--- config.mk ---
export PLATFORM = sky130hd
export DESIGN_NAME = data_mem_responder
export DESIGN_NICKNAME = d
export VERILOG_FILES = /design/src/rtl/data_mem_responder.sv
export SDC_FILE = /design/constraint.sdc
export NUM_CORES = 1
export LEC_CHECK = 0
export ABC_AREA = 1
export CORE_ASPECT_RATIO = 0.6
export CORE_MARGIN = 2
export CORE_UTILIZATION = 41
export CTS_CLUSTER_SIZE = 30
export DETAILED_ROUTE_END_ITERATION = 16
export PLACE_DENSITY = 0.81
export SYNTH_ARGS = -nofsm -noshare
export SYNTH_HDL_FRONTEND = slang
export SYNTH_SLANG_ARGS = --single-unit
--- constraint.sdc ---
create_clock -name clk -period 1.5 [get_ports clk]
set_input_delay 0.3 -clock clk [delete_from_list [all_inputs] [get_ports clk]]
set_output_delay 0.3 -clock clk [all_outputs]
set_load 0.05 [all_outputs]
--- src/rtl/data_mem_responder.sv ---
// CPU data-memory port bridged onto a registered classic bus (cyc/stb/ack) with lane steering and a bus timeout.
// Optional macro UNALIGNED_EXC_EN: misaligned half/word accesses raise mem_unalign instead of being aligned down.
module data_mem_responder #(
    parameter int TIMEOUT = 255
) (
    input  logic        clk,
    input  logic        rst_n,
    input  logic        mem_ren,
    input  logic        mem_wen,
    input  logic [1:0]  mem_type,
    input  logic        mem_ext,
    input  logic [31:0] mem_addr,
    input  logic [31:0] mem_dout,
    output logic [31:0] mem_din,
    output logic        mem_stall,
    output logic        mem_unalign,
    output logic        mem_buserr,
    output logic        bus_cyc,
    output logic        bus_stb,
    output logic        bus_we,
    output logic [29:0] bus_addr,
    output logic [3:0]  bus_sel,
    output logic [31:0] bus_dout,
    input  logic [31:0] bus_din,
    input  logic        bus_ack
);

    localparam logic [1:0] IDLE = 2'd0;
    localparam logic [1:0] BUSY = 2'd1;
    localparam logic [1:0] DONE = 2'd2;

    localparam logic [1:0] TYPE_HALF = 2'b01;
    localparam logic [1:0] TYPE_BYTE = 2'b10;

    localparam logic [7:0] TIMEOUT_LAST = 8'(TIMEOUT - 1);

    logic [1:0]  state;
    logic [7:0]  busy_cnt;
    logic        we_q;
    logic        byte_q;
    logic        half_q;
    logic        ext_q;
    logic [1:0]  low_q;
    logic [31:0] rdata_q;
    logic        buserr_q;

    logic        req;
    logic        is_byte;
    logic        is_half;
    logic        misaligned;
    logic        unalign_hit;
    logic        start;
    logic [1:0]  addr_low;

    // Byte lanes are little-endian: lane 0 carries bits 7:0 of the bus word.
    function automatic logic [3:0] lanes_for(input logic byte_acc, input logic half_acc,
                                             input logic [1:0] low);
        if (byte_acc)
            return 4'b0001 << low;
        if (half_acc)
            return low[1] ? 4'b1100 : 4'b0011;
        return 4'b1111;
    endfunction

    function automatic logic [31:0] replicate(input logic byte_acc, input logic half_acc,
                                              input logic [31:0] d);
        if (byte_acc)
            return {4{d[7:0]}};
        if (half_acc)
            return {2{d[15:0]}};
        return d;
    endfunction

    function automatic logic [31:0] extract(input logic [31:0] w, input logic [1:0] low,
                                            input logic byte_acc, input logic half_acc,
                                            input logic sext);
        logic [7:0]  b;
        logic [15:0] h;
        b = w[{low, 3'b000} +: 8];
        h = low[1] ? w[31:16] : w[15:0];
        if (byte_acc)
            return {{24{sext & b[7]}}, b};
        if (half_acc)
            return {{16{sext & h[15]}}, h};
        return w;
    endfunction

    // NOTE: every signal written in an always_comb gets a default first, so no path can infer a latch.
    always_comb begin
        req        = mem_ren | mem_wen;
        is_byte    = (mem_type == TYPE_BYTE);
        is_half    = (mem_type == TYPE_HALF);
        misaligned = 1'b0;
        addr_low   = mem_addr[1:0];
        if (is_half) begin
            misaligned  = mem_addr[0];
            addr_low[0] = 1'b0;
        end else if (!is_byte) begin
            misaligned = (mem_addr[1:0] != 2'b00);
            addr_low   = 2'b00;
        end
    end

`ifdef UNALIGNED_EXC_EN
    assign unalign_hit = misaligned;
`else
    assign unalign_hit = 1'b0;
`endif

    assign start = (state == IDLE) && req && !unalign_hit;

    // Combinational outputs are gated by rst_n so they read 0 the moment reset asserts.
    assign mem_stall   = rst_n & (start | (state == BUSY));
    assign mem_unalign = rst_n & (state == IDLE) & req & unalign_hit;
    assign mem_buserr  = buserr_q;
    assign mem_din     = ((state == DONE) && !we_q)
                         ? extract(rdata_q, low_q, byte_q, half_q, ext_q) : 32'd0;

    // NOTE: sequential state uses non-blocking assignments so every register samples pre-edge values.
    always_ff @(posedge clk or negedge rst_n) begin
        if (!rst_n) begin
            state    <= IDLE;
            busy_cnt <= 8'd0;
            bus_cyc  <= 1'b0;
            bus_stb  <= 1'b0;
            bus_we   <= 1'b0;
            bus_addr <= 30'd0;
            bus_sel  <= 4'd0;
            bus_dout <= 32'd0;
            we_q     <= 1'b0;
            byte_q   <= 1'b0;
            half_q   <= 1'b0;
            ext_q    <= 1'b0;
            low_q    <= 2'd0;
            rdata_q  <= 32'd0;
            buserr_q <= 1'b0;
        end else begin
            case (state)
                IDLE: begin
                    if (start) begin
                        state    <= BUSY;
                        busy_cnt <= 8'd0;
                        bus_cyc  <= 1'b1;
                        bus_stb  <= 1'b1;
                        bus_we   <= mem_wen;
                        bus_addr <= mem_addr[31:2];
                        bus_sel  <= lanes_for(is_byte, is_half, addr_low);
                        bus_dout <= replicate(is_byte, is_half, mem_dout);
                        we_q     <= mem_wen;
                        byte_q   <= is_byte;
                        half_q   <= is_half;
                        ext_q    <= mem_ext;
                        low_q    <= addr_low;
                        buserr_q <= 1'b0;
                    end
                end
                BUSY: begin
                    if (bus_ack) begin
                        state   <= DONE;
                        rdata_q <= bus_din;
                        bus_cyc <= 1'b0;
                        bus_stb <= 1'b0;
                        bus_we  <= 1'b0;
                    end else if (busy_cnt == TIMEOUT_LAST) begin
                        state    <= DONE;
                        rdata_q  <= 32'd0;
                        buserr_q <= 1'b1;
                        bus_cyc  <= 1'b0;
                        bus_stb  <= 1'b0;
                        bus_we   <= 1'b0;
                    end else begin
                        busy_cnt <= busy_cnt + 8'd1;
                    end
                end
                DONE: begin
                    state    <= IDLE;
                    buserr_q <= 1'b0;
                end
                default: begin
                    state <= IDLE;
                end
            endcase
        end
    end

endmodule

==> results of run 1 <==
==> critical path: stages, from the launching register on <==
cell,delay (ns)
sky130_fd_sc_hd__dfrtp_2,0.44
sky130_fd_sc_hd__buf_4,0.15
sky130_fd_sc_hd__buf_2,0.13
sky130_fd_sc_hd__a21oi_1,0.12
sky130_fd_sc_hd__o21ai_0,0.11
sky130_fd_sc_hd__nand2_1,0.12
sky130_fd_sc_hd__nor2_2,0.06
sky130_fd_sc_hd__nor2_4,0.11
sky130_fd_sc_hd__buf_12,0.15
==> metal layers <==
metal	track usage	part of all wire	vias to the layer above
li1	-	-	3142
met1	0.397	0.42	3297
met2	0.432	0.46	364
met3	0.0896	0.11	31
met4	0.0541	0.011	2
met5	0	0.00051	-
==> logic make-up after synthesis <==
group,count (synthesis)
buffers and inverters,104
adders and majority gates,2
muxes,1
and+or+nand+nor,485
DFF,117
AOI/OAI and AO/OA,109
xor gates and xnor gates,1
other,1
==> registers in the layout, indices dropped and copies added (netlist names), 2 cells and up <==
name	flops
rdata_q	32
bus_sel	4
state	2
bus_addr	30
busy_cnt	8
bus_dout	32
low_q	2
==> cell usage after synthesis (2+ instances only) <==
| cell | number | share of area |
|---|---|---|
| sky130_fd_sc_hd__nand2_1 | 322 | 0.20 |
| sky130_fd_sc_hd__dfrtp_1 | 117 | 0.49 |
| sky130_fd_sc_hd__nor2_1 | 75 | 0.047 |
| sky130_fd_sc_hd__nand3_1 | 67 | 0.056 |
| sky130_fd_sc_hd__a21oi_1 | 58 | 0.048 |
| sky130_fd_sc_hd__inv_1 | 49 | 0.031 |
| sky130_fd_sc_hd__o21ai_0 | 37 | 0.031 |
| sky130_fd_sc_hd__buf_2 | 29 | 0.024 |
| sky130_fd_sc_hd__buf_4 | 9 | 0.011 |
| sky130_fd_sc_hd__or2_2 | 8 | 0.0084 |
| sky130_fd_sc_hd__clkbuf_1 | 7 | 0.0044 |
| sky130_fd_sc_hd__o211ai_1 | 7 | 0.0088 |
| sky130_fd_sc_hd__inv_2 | 6 | 0.0038 |
| sky130_fd_sc_hd__nand2_2 | 5 | 0.0052 |
| sky130_fd_sc_hd__clkinv_1 | 3 | 0.0019 |
| sky130_fd_sc_hd__ha_1 | 2 | 0.0042 |
| sky130_fd_sc_hd__nand3_2 | 2 | 0.0033 |
| sky130_fd_sc_hd__nand4_1 | 2 | 0.0021 |
| sky130_fd_sc_hd__nor3_1 | 2 | 0.0017 |
| sky130_fd_sc_hd__o21ai_1 | 2 | 0.0017 |
| sky130_fd_sc_hd__o22ai_1 | 2 | 0.0021 |
==> stage by stage <==
stage	cells	instance area, um^2	TNS [ns]	utilization	power [W]
global route	1297	11500	-22.23	0.799	0.0293
detailed placement	1240	9900	-18.82	0.689	0.0216
CTS	1279	10800	-18.02	0.752	0.0266
global placement	1240	9900	-15.90	0.689	0.0213
floorplan	820	6310	-5.12	-	0.0142
finish	1297	11500	-19.31	0.799	0.0280
==> placed cells by master (no fill, tap or decap), drive strengths merged, types with 2 or more instances in the layout <==
cell,count
a21oi,58
buf,183
bufinv,3
clkbuf,24
clkdlybuf4s50,102
clkinv,8
clkinvlp,4
dfrtp,117
ha,2
inv,55
nand2,331
nand3,69
nand4,2
nor2,76
nor3,3
o211ai,7
o21ai,40
o22ai,2
or2,8
==> what timing repair did <==
action	CTS	global route
setup buffers	5	9
cloned	3	12
resized for setup	48	115
pin swaps	4	35
hold buffers	0	0
setup endpoints to repair	58	125
==> final timing paths <==
check,endpoint,slack [ns]
worst max-delay path,mem_din[3],-0.60
worst min-delay path,mem_buserr,-0.02
worst max register to register,bus_dout[30],-0.06
worst min register to register,rdata_q[24],0.51
max in group asynchronous,low_q[1],1.00
min in group clk,bus_addr[28],0.42
==> final cells by class <==
type / count / share of cell area
flip-flops and latches: 117 / 0.255
multi-input cells: 603 / 0.297
clock inverters: 12 / 0.0136
inverters: 58 / 0.0202
clock buffers: 19 / 0.0385
repair buffers: 290 / 0.354
well taps: 198 / 0.0216
==> power breakdown <==
group	switching (W)	leakage [nW]	internal [W]
combinational	0.00981	3.75	0.00777
clock	0.00147	0.281	0.00265
sequential	0.00171	1.42	0.00462
total	0.0130	5.45	0.0150
==> metrics.txt, run 1 <==
# TYPE chip_impl_metric gauge
chip_impl_metric{name="cts_buffers",unit=""} 17
chip_impl_metric{name="regArea",unit="um^2"} 2930
chip_impl_metric{name="final_antenna_diode_count",unit=""} 0
chip_impl_metric{name="ys_ff_latch",unit=""} 117
chip_impl_metric{name="min_period",unit="ns"} 2.10
chip_impl_metric{name="globalRouteTotalUtil",unit=""} 0.282
chip_impl_metric{name="die_area",unit="um^2"} 15600
chip_impl_metric{name="grt-ovfl-total",unit=""} 0
chip_impl_metric{name="cp.required",unit="ns"} 1.20
chip_impl_metric{name="post_cts_clock_slew_at_the_launch_and_capture_registers_of_the_worst_setup_and_hold_paths",unit="ns"} 0.05
chip_impl_info{name="synth-main-ff-cell",value="sky130_fd_sc_hd__dfrtp_1"} 1
chip_impl_metric{name="synth-simple-area-share",unit=""} 0.329
chip_impl_metric{name="report.final.hold_viol_count",unit=""} 23
chip_impl_metric{name="finClkSkew",unit="ns"} 0.0129
chip_impl_metric{name="post-route-period-util",unit=""} 1.40
chip_impl_metric{name="finalWirelength",unit="um"} 23500
chip_impl_metric{name="finalSetupViolations",unit=""} 57
chip_impl_metric{name="peakVddDrop",unit="uV"} 1790
chip_impl_metric{name="dpl.hpwl",unit="um"} 15400
chip_impl_info{name="tritoncts_clock_tree",value="done"} 1
chip_impl_metric{name="die_w",unit="um"} 160
chip_impl_metric{name="post-route-drc-count",unit=""} 0
chip_impl_metric{name="via_per_inst",unit=""} 5.27
chip_impl_info{name="unrepaired_setup_endpoints_after_global_routing",value="yes"} 1
chip_impl_metric{name="cts.sinks",unit=""} 117
chip_impl_metric{name="timing.slew.headroom",unit=""} 0.565
chip_impl_metric{name="drt_iter0_drc",unit=""} 653
chip_impl_metric{name="multi_input_comb_area",unit="um^2"} 3420
chip_impl_metric{name="place.port_buffers",unit=""} 206
chip_impl_metric{name="post_synth_instance_area",unit="um^2"} 5990
chip_impl_info{name="clockRootBuffer",value="sky130_fd_sc_hd__clkbuf_16"} 1
chip_impl_metric{name="core_area",unit="um^2"} 14400
chip_impl_metric{name="first_pass_grt_wire_length",unit="um"} 34700
chip_impl_metric{name="area_delta_synth_final",unit="%"} 92.0
chip_impl_info{name="critical_path.reg2reg.startpoint",value="state[0]"} 1
chip_impl_metric{name="synth_area_per_cell",unit="um^2"} 7.30
chip_impl_info{name="violations_in_the_final_reports",value="hold timing, setup timing"} 1
chip_impl_metric{name="fin_hold_ws",unit="ns"} -0.0214
chip_impl_metric{name="achievable_clock_frequency",unit="MHz"} 476
chip_impl_metric{name="drt-pass1-iter-count",unit=""} 5
chip_impl_metric{name="layout_cell_share_with_drive_strength_beyond_1",unit=""} 0.338
chip_impl_metric{name="synthXorXnorAreaFrac",unit=""} 0.00146
chip_impl_metric{name="largest_net_degree_at_the_start_of_global_routing",unit=""} 118
chip_impl_metric{name="total_via_count_in_the_routed_design",unit=""} 6836
chip_impl_metric{name="synth_compound_gate_area_share",unit=""} 0.0957
chip_impl_metric{name="io_pins",unit=""} 208
chip_impl_metric{name="first_global_vias",unit=""} 6597
chip_impl_metric{name="worst-slew-pin-transition",unit="ns"} 0.652
chip_impl_metric{name="critPathArrivalTime",unit="ns"} 1.80
chip_impl_metric{name="finalMaxSlewViolations",unit=""} 0
chip_impl_metric{name="synth_async_sr_flop_share",unit=""} 1.00
chip_impl_metric{name="initial_utilization",unit=""} 0.416
chip_impl_metric{name="synth_sequential_area_ratio",unit=""} 0.489
chip_impl_metric{name="detail_route.wl_per_cell",unit="um"} 18.1
chip_impl_metric{name="worst_r2r_path_depth",unit=""} 8
chip_impl_metric{name="power.density_cell_area",unit="nW/um^2"} 2440
chip_impl_metric{name="rows",unit=""} 34
chip_impl_metric{name="htree_num_levels",unit=""} 4
chip_impl_metric{name="syn-instance-count",unit=""} 820
chip_impl_info{name="worstSetupStartpoint",value="low_q[1]"} 1
chip_impl_metric{name="synth_fp_nets",unit=""} 926
chip_impl_metric{name="setup_ws",unit="ns"} -0.601
chip_impl_metric{name="antenna_left",unit=""} 0
chip_impl_metric{name="synth.yosys.warnings",unit=""} 0
chip_impl_metric{name="clock_insertion_delay_worst_skew",unit="ns"} 0.41
chip_impl_info{name="startpoint_type",value="flop"} 1
chip_impl_metric{name="antenna_found_initial",unit=""} 1
chip_impl_metric{name="cp_max_fo",unit=""} 5
chip_impl_metric{name="synthAdderAreaFrac",unit=""} 0.00418
chip_impl_info{name="run_status",value="complete, but fails checks"} 1
chip_impl_metric{name="power.static_leakage",unit="nW"} 5.45
chip_impl_info{name="dominant_combinational_cell_family_by_area_after_synthesis",value="simple AND/OR/NAND/NOR gates"} 1
chip_impl_metric{name="layout.filler_cells",unit=""} 895
chip_impl_metric{name="synthMuxAreaShare",unit=""} 0.00167
chip_impl_metric{name="die_height",unit="um"} 97.6
chip_impl_info{name="worst_setup_ep_type",value="primary output"} 1
chip_impl_metric{name="post_synth_num_cell_types",unit=""} 30
chip_impl_metric{name="placement.setup.worst_slack",unit="ns"} -0.264
chip_impl_metric{name="design.final.nets",unit=""} 1193
chip_impl_metric{name="clock_path_buffers",unit=""} 2
chip_impl_metric{name="number_of_enable_type_register_cells_in_the_synthesized_netlist",unit=""} 0
chip_impl_info{name="holdCritPathClass",value="input port to async pin"} 1
chip_impl_info{name="worst-setup-path-type",value="flop to primary output"} 1
chip_impl_metric{name="globalplace.congestion",unit=""} 0.952
chip_impl_metric{name="drv.max_cap_violation_count",unit=""} 0
Power figures use the tool's default switching activity.
==> run 2: changes to the inputs <==
CORE_UTILIZATION = 43   (was 41)
CTS_BUF_LIST = sky130_fd_sc_hd__clkbuf_8   (was not set)
PLACE_DENSITY = 0.84   (was 0.81)
==> run 2 against run 1 <==
Largest power group unchanged. Cell count shrank 1.2%. Global-route usage rose by 1.6 points. Via count rose by 4.0%. Critical endpoint is now mem_din[11]. Worst setup slack worse by 0.039 ns. Largest cell class unchanged. The run ends with setup timing left. Sequential cell count stayed put. Routed wire length increased by 6.7%. Critical path depth is 2 lower. Worst hold slack improved by 0.41 ns.
==> metrics.txt, run 2 (synthesis gave the netlist of run 1 again) <==
# TYPE chip_impl_metric gauge
chip_impl_metric{name="report.final.hold_viol_count",unit=""} 0
chip_impl_metric{name="cp.required",unit="ns"} 1.20
chip_impl_metric{name="via_per_inst",unit=""} 5.55
chip_impl_metric{name="achievable_clock_frequency",unit="MHz"} 467
chip_impl_info{name="layout_top_registers",value="bus_dout x32, rdata_q x32, bus_addr x30"} 1
chip_impl_metric{name="drt-pass1-iter-count",unit=""} 14
chip_impl_metric{name="critPathArrivalTime",unit="ns"} 1.84
chip_impl_info{name="run_status",value="complete, but fails checks"} 1
chip_impl_metric{name="grt-ovfl-total",unit=""} 0
chip_impl_metric{name="largest_net_degree_at_the_start_of_global_routing",unit=""} 118
chip_impl_info{name="worst-setup-path-type",value="flop to primary output"} 1
chip_impl_metric{name="rows",unit=""} 33
chip_impl_metric{name="clock_path_buffers",unit=""} 2
chip_impl_metric{name="timing.slew.headroom",unit=""} 0.563
chip_impl_metric{name="core_area",unit="um^2"} 13600
chip_impl_metric{name="layout.filler_cells",unit=""} 715
chip_impl_metric{name="die_area",unit="um^2"} 14900
chip_impl_metric{name="area_delta_synth_final",unit="%"} 87.8
chip_impl_metric{name="drt_iter0_drc",unit=""} 898
chip_impl_info{name="holdCritPathClass",value="input port to flop"} 1
chip_impl_metric{name="cp_max_fo",unit=""} 8
chip_impl_metric{name="finish.cell_count_without_fillers",unit=""} 1281
chip_impl_info{name="tritoncts_clock_tree",value="done"} 1
chip_impl_metric{name="power.static_leakage",unit="nW"} 5.37
chip_impl_metric{name="power.density_cell_area",unit="nW/um^2"} 2470
chip_impl_metric{name="detail_route.wl_per_cell",unit="um"} 19.6
chip_impl_metric{name="peakVddDrop",unit="uV"} 1870
chip_impl_metric{name="post-route-period-util",unit=""} 1.43
chip_impl_metric{name="setup_ws",unit="ns"} -0.640
chip_impl_info{name="worst_setup_ep_type",value="primary output"} 1
chip_impl_metric{name="fin_hold_ws",unit="ns"} 0.390
chip_impl_metric{name="total_power",unit="W"} 0.0277
chip_impl_metric{name="finClkSkew",unit="ns"} 0.0149
chip_impl_metric{name="layout_cell_share_with_drive_strength_beyond_1",unit=""} 0.325
chip_impl_metric{name="io_pins",unit=""} 208
chip_impl_metric{name="globalplace.congestion",unit=""} 1.04
chip_impl_metric{name="cts_buffers",unit=""} 17
chip_impl_metric{name="placement.setup.worst_slack",unit="ns"} -0.277
chip_impl_metric{name="final_antenna_diode_count",unit=""} 0
chip_impl_metric{name="min_period",unit="ns"} 2.14
chip_impl_metric{name="drv.max_cap_violation_count",unit=""} 0
chip_impl_info{name="violations_in_the_final_reports",value="setup timing"} 1
chip_impl_info{name="mostFrequentLayoutCells",value="sky130_fd_sc_hd__nand2_1, sky130_fd_sc_hd__buf_12, sky130_fd_sc_hd__dfrtp_1, sky130_fd_sc_hd__clkdlybuf4s50_1, sky130_fd_sc_hd__nand3_1"} 1
chip_impl_metric{name="htree_num_levels",unit=""} 4
chip_impl_metric{name="clock_insertion_delay_worst_skew",unit="ns"} 0.44
chip_impl_metric{name="finalSetupViolations",unit=""} 69
chip_impl_metric{name="die_height",unit="um"} 95.4
chip_impl_metric{name="timing.setup.tns",unit="ns"} -20.21
chip_impl_metric{name="post_cts_clock_slew_at_the_launch_and_capture_registers_of_the_worst_setup_and_hold_paths",unit="ns"} 0.08
chip_impl_metric{name="antenna_left",unit=""} 0
chip_impl_metric{name="first_global_vias",unit=""} 6478
chip_impl_metric{name="dpl.hpwl",unit="um"} 15500
chip_impl_metric{name="finalMaxSlewViolations",unit=""} 0
chip_impl_metric{name="place.port_buffers",unit=""} 206
chip_impl_metric{name="globalRouteTotalUtil",unit=""} 0.299
chip_impl_info{name="final_common_cell",value="sky130_fd_sc_hd__nand2_1"} 1
chip_impl_metric{name="finalWirelength",unit="um"} 25100
chip_impl_info{name="startpoint_type",value="flop"} 1
chip_impl_metric{name="placed_cells",unit=""} 1213
chip_impl_metric{name="cts.sinks",unit=""} 117
chip_impl_metric{name="post-route-drc-count",unit=""} 0
chip_impl_info{name="clockRootBuffer",value="sky130_fd_sc_hd__clkbuf_8"} 1
chip_impl_metric{name="total_via_count_in_the_routed_design",unit=""} 7108
chip_impl_metric{name="first_pass_grt_wire_length",unit="um"} 34000
chip_impl_metric{name="die_w",unit="um"} 156
chip_impl_metric{name="worst-slew-pin-transition",unit="ns"} 0.655
chip_impl_metric{name="initial_utilization",unit=""} 0.439
chip_impl_metric{name="design.final.nets",unit=""} 1199
chip_impl_info{name="unrepaired_setup_endpoints_after_global_routing",value="yes"} 1
chip_impl_metric{name="antenna_found_initial",unit=""} 0
==> run 2: repair_timing <==
item	4_1_cts	5_1_grt
hold buffers	1	0
buffers inserted	8	14
setup endpoints to repair	66	120
cloned	5	12
resized for setup	35	102
hold endpoints to repair	35	0
pin swaps	3	26
==> run 2: report_power, final <==
part | switching [W] | leakage [nW] | total (W) | internal, W
logic | 0.0101 | 3.74 | 0.0181 | 0.00804
clock network | 0.00146 | 0.213 | 0.00321 | 0.00176
registers | 0.00179 | 1.42 | 0.00639 | 0.00461
total | 0.0133 | 5.37 | 0.0277 | 0.0144
==> run 2: critical path, stage by stage (launching register included) <==
cell and delay (ns):
sky130_fd_sc_hd__dfrtp_2 0.47, sky130_fd_sc_hd__buf_12 0.17, sky130_fd_sc_hd__nand2_4 0.11, sky130_fd_sc_hd__o21ai_0 0.09, sky130_fd_sc_hd__a21oi_1 0.32, sky130_fd_sc_hd__nor2_4 0.09, sky130_fd_sc_hd__buf_12 0.16
==> run 2: cell type report <==
cell class / count / area (um^2) / share of cell area
inverters: 58 / 253 / 0.0225
repair buffers: 295 / 4180 / 0.371
multi-input cells: 603 / 3220 / 0.286
clock inverters: 13 / 171 / 0.0152
repair inverters: 1 / 11.3 / 0.00100
flip-flops and latches: 117 / 2930 / 0.261
well taps: 175 / 219 / 0.0195
clock buffers: 19 / 262 / 0.0233
==> run 2: path summary, 6_finish.rpt <==
kind                              start           end  slack (ns)  cells past startpoint
max                              half_q   mem_din[11]       -0.64                      6
min                        mem_addr[29]  bus_addr[27]        0.39                      3
max reg2reg                 busy_cnt[0]   busy_cnt[0]       -0.08                     10
min reg2reg                 rdata_q[15]   rdata_q[15]        0.51                      2
max in group asynchronous         rst_n      low_q[1]        0.41                      3
min in group asynchronous         rst_n   busy_cnt[7]        0.54                      3
==> run 2: per-layer routing <==
layer	global-route usage	wire [um]
met3	0.0982	2960
met4	0.0780	586
met2	0.470	11700
met5	0	0
met1	0.401	9860
==> run 2: per-stage QoR <==
stage / area [um^2] / util
after detailed placement: 9880 / 0.725
after floorplan: 6310 / -
after global placement: 9880 / 0.725
after global routing: 11200 / 0.825
final: 11200 / 0.825
after CTS: 10600 / 0.776
==> run 3: changes to the inputs <==
CORE_UTILIZATION = 30   (was 43)
PLACE_DENSITY = 0.63   (was 0.84)
==> run 3 against run 2 <==
The run still ends with setup timing left. Critical path depth stayed put. Worst setup slack better by 0.019 ns. Routed wire length is 6.0% lower. Sequential cell count stayed put. Combinational power hardly changed. Clock power is 5% higher. Worst hold slack worse by 0.0044 ns. Critical endpoint is now mem_din[21]. Largest cell class unchanged. Largest power group unchanged.
==> metrics.txt, run 3 (synthesis gave the netlist of run 1 again) <==
# TYPE chip_impl_metric gauge
chip_impl_info{name="tritoncts_clock_tree",value="done"} 1
chip_impl_metric{name="regArea",unit="um^2"} 2930
chip_impl_metric{name="finClkSkew",unit="ns"} 0.0166
chip_impl_info{name="critical_path_s_slowest_cell",value="sky130_fd_sc_hd__dfrtp_1"} 1
chip_impl_metric{name="globalRouteTotalUtil",unit=""} 0.199
chip_impl_metric{name="initial_utilization",unit=""} 0.311
chip_impl_info{name="startpoint_type",value="flop"} 1
chip_impl_metric{name="die_height",unit="um"} 113
chip_impl_info{name="violations_in_the_final_reports",value="setup timing"} 1
chip_impl_metric{name="placed_cells",unit=""} 1303
chip_impl_metric{name="achievable_clock_frequency",unit="MHz"} 471
chip_impl_metric{name="htree_num_levels",unit=""} 4
chip_impl_metric{name="multi_input_comb_area",unit="um^2"} 3510
chip_impl_info{name="timing.critical_path.cells",value="inv_2, nor3_4, nand3_4, buf_16, nor2_4, buf_12"} 1
chip_impl_metric{name="grt-ovfl-total",unit=""} 0
chip_impl_metric{name="core_area",unit="um^2"} 19300
chip_impl_metric{name="drv.max_cap_violation_count",unit=""} 0
chip_impl_metric{name="dpl.hpwl",unit="um"} 15300
chip_impl_info{name="worst-setup-path-type",value="flop to primary output"} 1
chip_impl_metric{name="power.static_leakage",unit="nW"} 5.56
chip_impl_metric{name="report.final.hold_viol_count",unit=""} 0
chip_impl_metric{name="cp.required",unit="ns"} 1.20
chip_impl_metric{name="antenna_found_initial",unit=""} 1
chip_impl_metric{name="finalMaxSlewViolations",unit=""} 0
chip_impl_info{name="final_common_cell",value="sky130_fd_sc_hd__nand2_1"} 1
chip_impl_metric{name="area_delta_synth_final",unit="%"} 98.2
chip_impl_metric{name="drt_iter0_drc",unit=""} 393
chip_impl_metric{name="first_pass_grt_wire_length",unit="um"} 33200
chip_impl_metric{name="finalWirelength",unit="um"} 23600
chip_impl_metric{name="finalSetupViolations",unit=""} 116
chip_impl_metric{name="post-route-drc-count",unit=""} 0
chip_impl_metric{name="place.port_buffers",unit=""} 206
chip_impl_metric{name="finish.cell_count_without_fillers",unit=""} 1377
chip_impl_metric{name="clock_insertion_delay_worst_skew",unit="ns"} 0.44
chip_impl_info{name="layout_top_registers",value="bus_dout x32, rdata_q x32, bus_addr x30"} 1
chip_impl_metric{name="timing.setup.tns",unit="ns"} -37.08
chip_impl_metric{name="worst-slew-pin-transition",unit="ns"} 0.661
chip_impl_metric{name="postLayoutCellArea",unit="um^2"} 11900
chip_impl_metric{name="die_area",unit="um^2"} 21100
chip_impl_metric{name="layout.filler_cells",unit=""} 1596
chip_impl_metric{name="drt-pass1-iter-count",unit=""} 6
chip_impl_metric{name="cts_buffers",unit=""} 17
chip_impl_info{name="holdCritPathClass",value="input port to flop"} 1
chip_impl_metric{name="layout_cell_share_with_drive_strength_beyond_1",unit=""} 0.384
chip_impl_metric{name="largest_net_degree_at_the_start_of_global_routing",unit=""} 118
chip_impl_metric{name="design.final.nets",unit=""} 1203
chip_impl_metric{name="critical-path-max-stage-delay",unit="ns"} 0.39
chip_impl_metric{name="detail_route.wl_per_cell",unit="um"} 17.1
chip_impl_metric{name="peakVddDrop",unit="uV"} 1400
chip_impl_metric{name="antenna_left",unit=""} 0
chip_impl_metric{name="first_global_vias",unit=""} 6054
chip_impl_metric{name="power.density_cell_area",unit="nW/um^2"} 2360
chip_impl_metric{name="globalplace.congestion",unit=""} 0.910
chip_impl_info{name="worst_setup_ep_type",value="primary output"} 1
chip_impl_metric{name="min_period",unit="ns"} 2.12
chip_impl_metric{name="post_cts_clock_slew_at_the_launch_and_capture_registers_of_the_worst_setup_and_hold_paths",unit="ns"} 0.08
chip_impl_metric{name="dpl-instance-area",unit="um^2"} 9970
chip_impl_metric{name="rows",unit=""} 39
chip_impl_metric{name="placement.setup.worst_slack",unit="ns"} -0.293
chip_impl_metric{name="reg2reg_setup_slack",unit="ns"} -0.43
chip_impl_metric{name="clock_path_buffers",unit=""} 2
chip_impl_info{name="unrepaired_setup_endpoints_after_global_routing",value="yes"} 1
chip_impl_info{name="mostFrequentLayoutCells",value="sky130_fd_sc_hd__nand2_1, sky130_fd_sc_hd__buf_12, sky130_fd_sc_hd__dfrtp_1, sky130_fd_sc_hd__clkdlybuf4s50_1, sky130_fd_sc_hd__inv_1"} 1
chip_impl_metric{name="total_via_count_in_the_routed_design",unit=""} 6566
chip_impl_metric{name="io_pins",unit=""} 208
chip_impl_metric{name="cts.sinks",unit=""} 117
chip_impl_info{name="run_status",value="complete, but fails checks"} 1
chip_impl_metric{name="setup_ws",unit="ns"} -0.622
chip_impl_metric{name="critPathArrivalTime",unit="ns"} 1.82
chip_impl_metric{name="via_per_inst",unit=""} 4.77
chip_impl_metric{name="timing.slew.headroom",unit=""} 0.559
chip_impl_metric{name="cp_max_fo",unit=""} 12
chip_impl_metric{name="post-route-period-util",unit=""} 1.41
chip_impl_metric{name="fin_util",unit=""} 0.616
chip_impl_info{name="clockRootBuffer",value="sky130_fd_sc_hd__clkbuf_8"} 1
chip_impl_metric{name="die_w",unit="um"} 186
run 3: per-layer routing:
layer / vias to the layer above / share of wire / global-route usage
met2: 258 / 0.40 / 0.273
li1: 3148 / - / -
met5: - / 0 / 0
met3: 20 / 0.098 / 0.0622
met1: 3140 / 0.49 / 0.303
met4: 0 / 0.0066 / 0.0416
run 3: final timing paths:
check	start	to	depth (start not counted)
worst max register to register	state[1]	bus_sel[0]	12
worst min register to register	rdata_q[4]	rdata_q[4]	2
worst min-delay path	mem_addr[17]	bus_addr[15]	3
min in group asynchronous	rst_n	bus_addr[21]	3
worst max-delay path	state[1]	mem_din[21]	6
max in group asynchronous	rst_n	half_q	3
run 3: power breakdown:
group          switching [W]  internal [W]
registers            0.00180       0.00461
clock network        0.00148       0.00188
logic                0.00982       0.00847
run 3: cell type report:
cell class                      instances  share of cell area
Clock buffer                           18              0.0209
Timing Repair Buffer                  302               0.369
Clock inverter                         14              0.0168
Sequential cell                       117               0.247
Timing Repair inverter                  2             0.00232
Inverter                               58              0.0202
Antenna cell                            1            0.000211
Tap cell                              266              0.0280
Multi-Input combinational cell        599               0.295
run 3: critical path, delay by kind of cell (launching register included):
kind	cells	cell delay (ns)
buf+inv	3	0.41
flops	1	0.39
simple gates	3	0.58
run 3: per-stage QoR:
stage / power, W / hold slack [ns]
floorplan: 0.0142 / 0.00441
global route: 0.0295 / 0.361
CTS: 0.0253 / 0.00434
detailed placement: 0.0215 / 0.484
global placement: 0.0214 / 0.483
finish: 0.0280 / 0.386
run 3: timing repair:
action | 4_1_cts | 5_1_grt
gates cloned | 0 | 23
hold endpoints to repair | 0 | 9
gates resized for setup | 21 | 200
hold buffers | 0 | 1
buffers inserted | 8 | 11
endpoints found under the setup margin | 95 | 120
pin swaps | 2 | 48
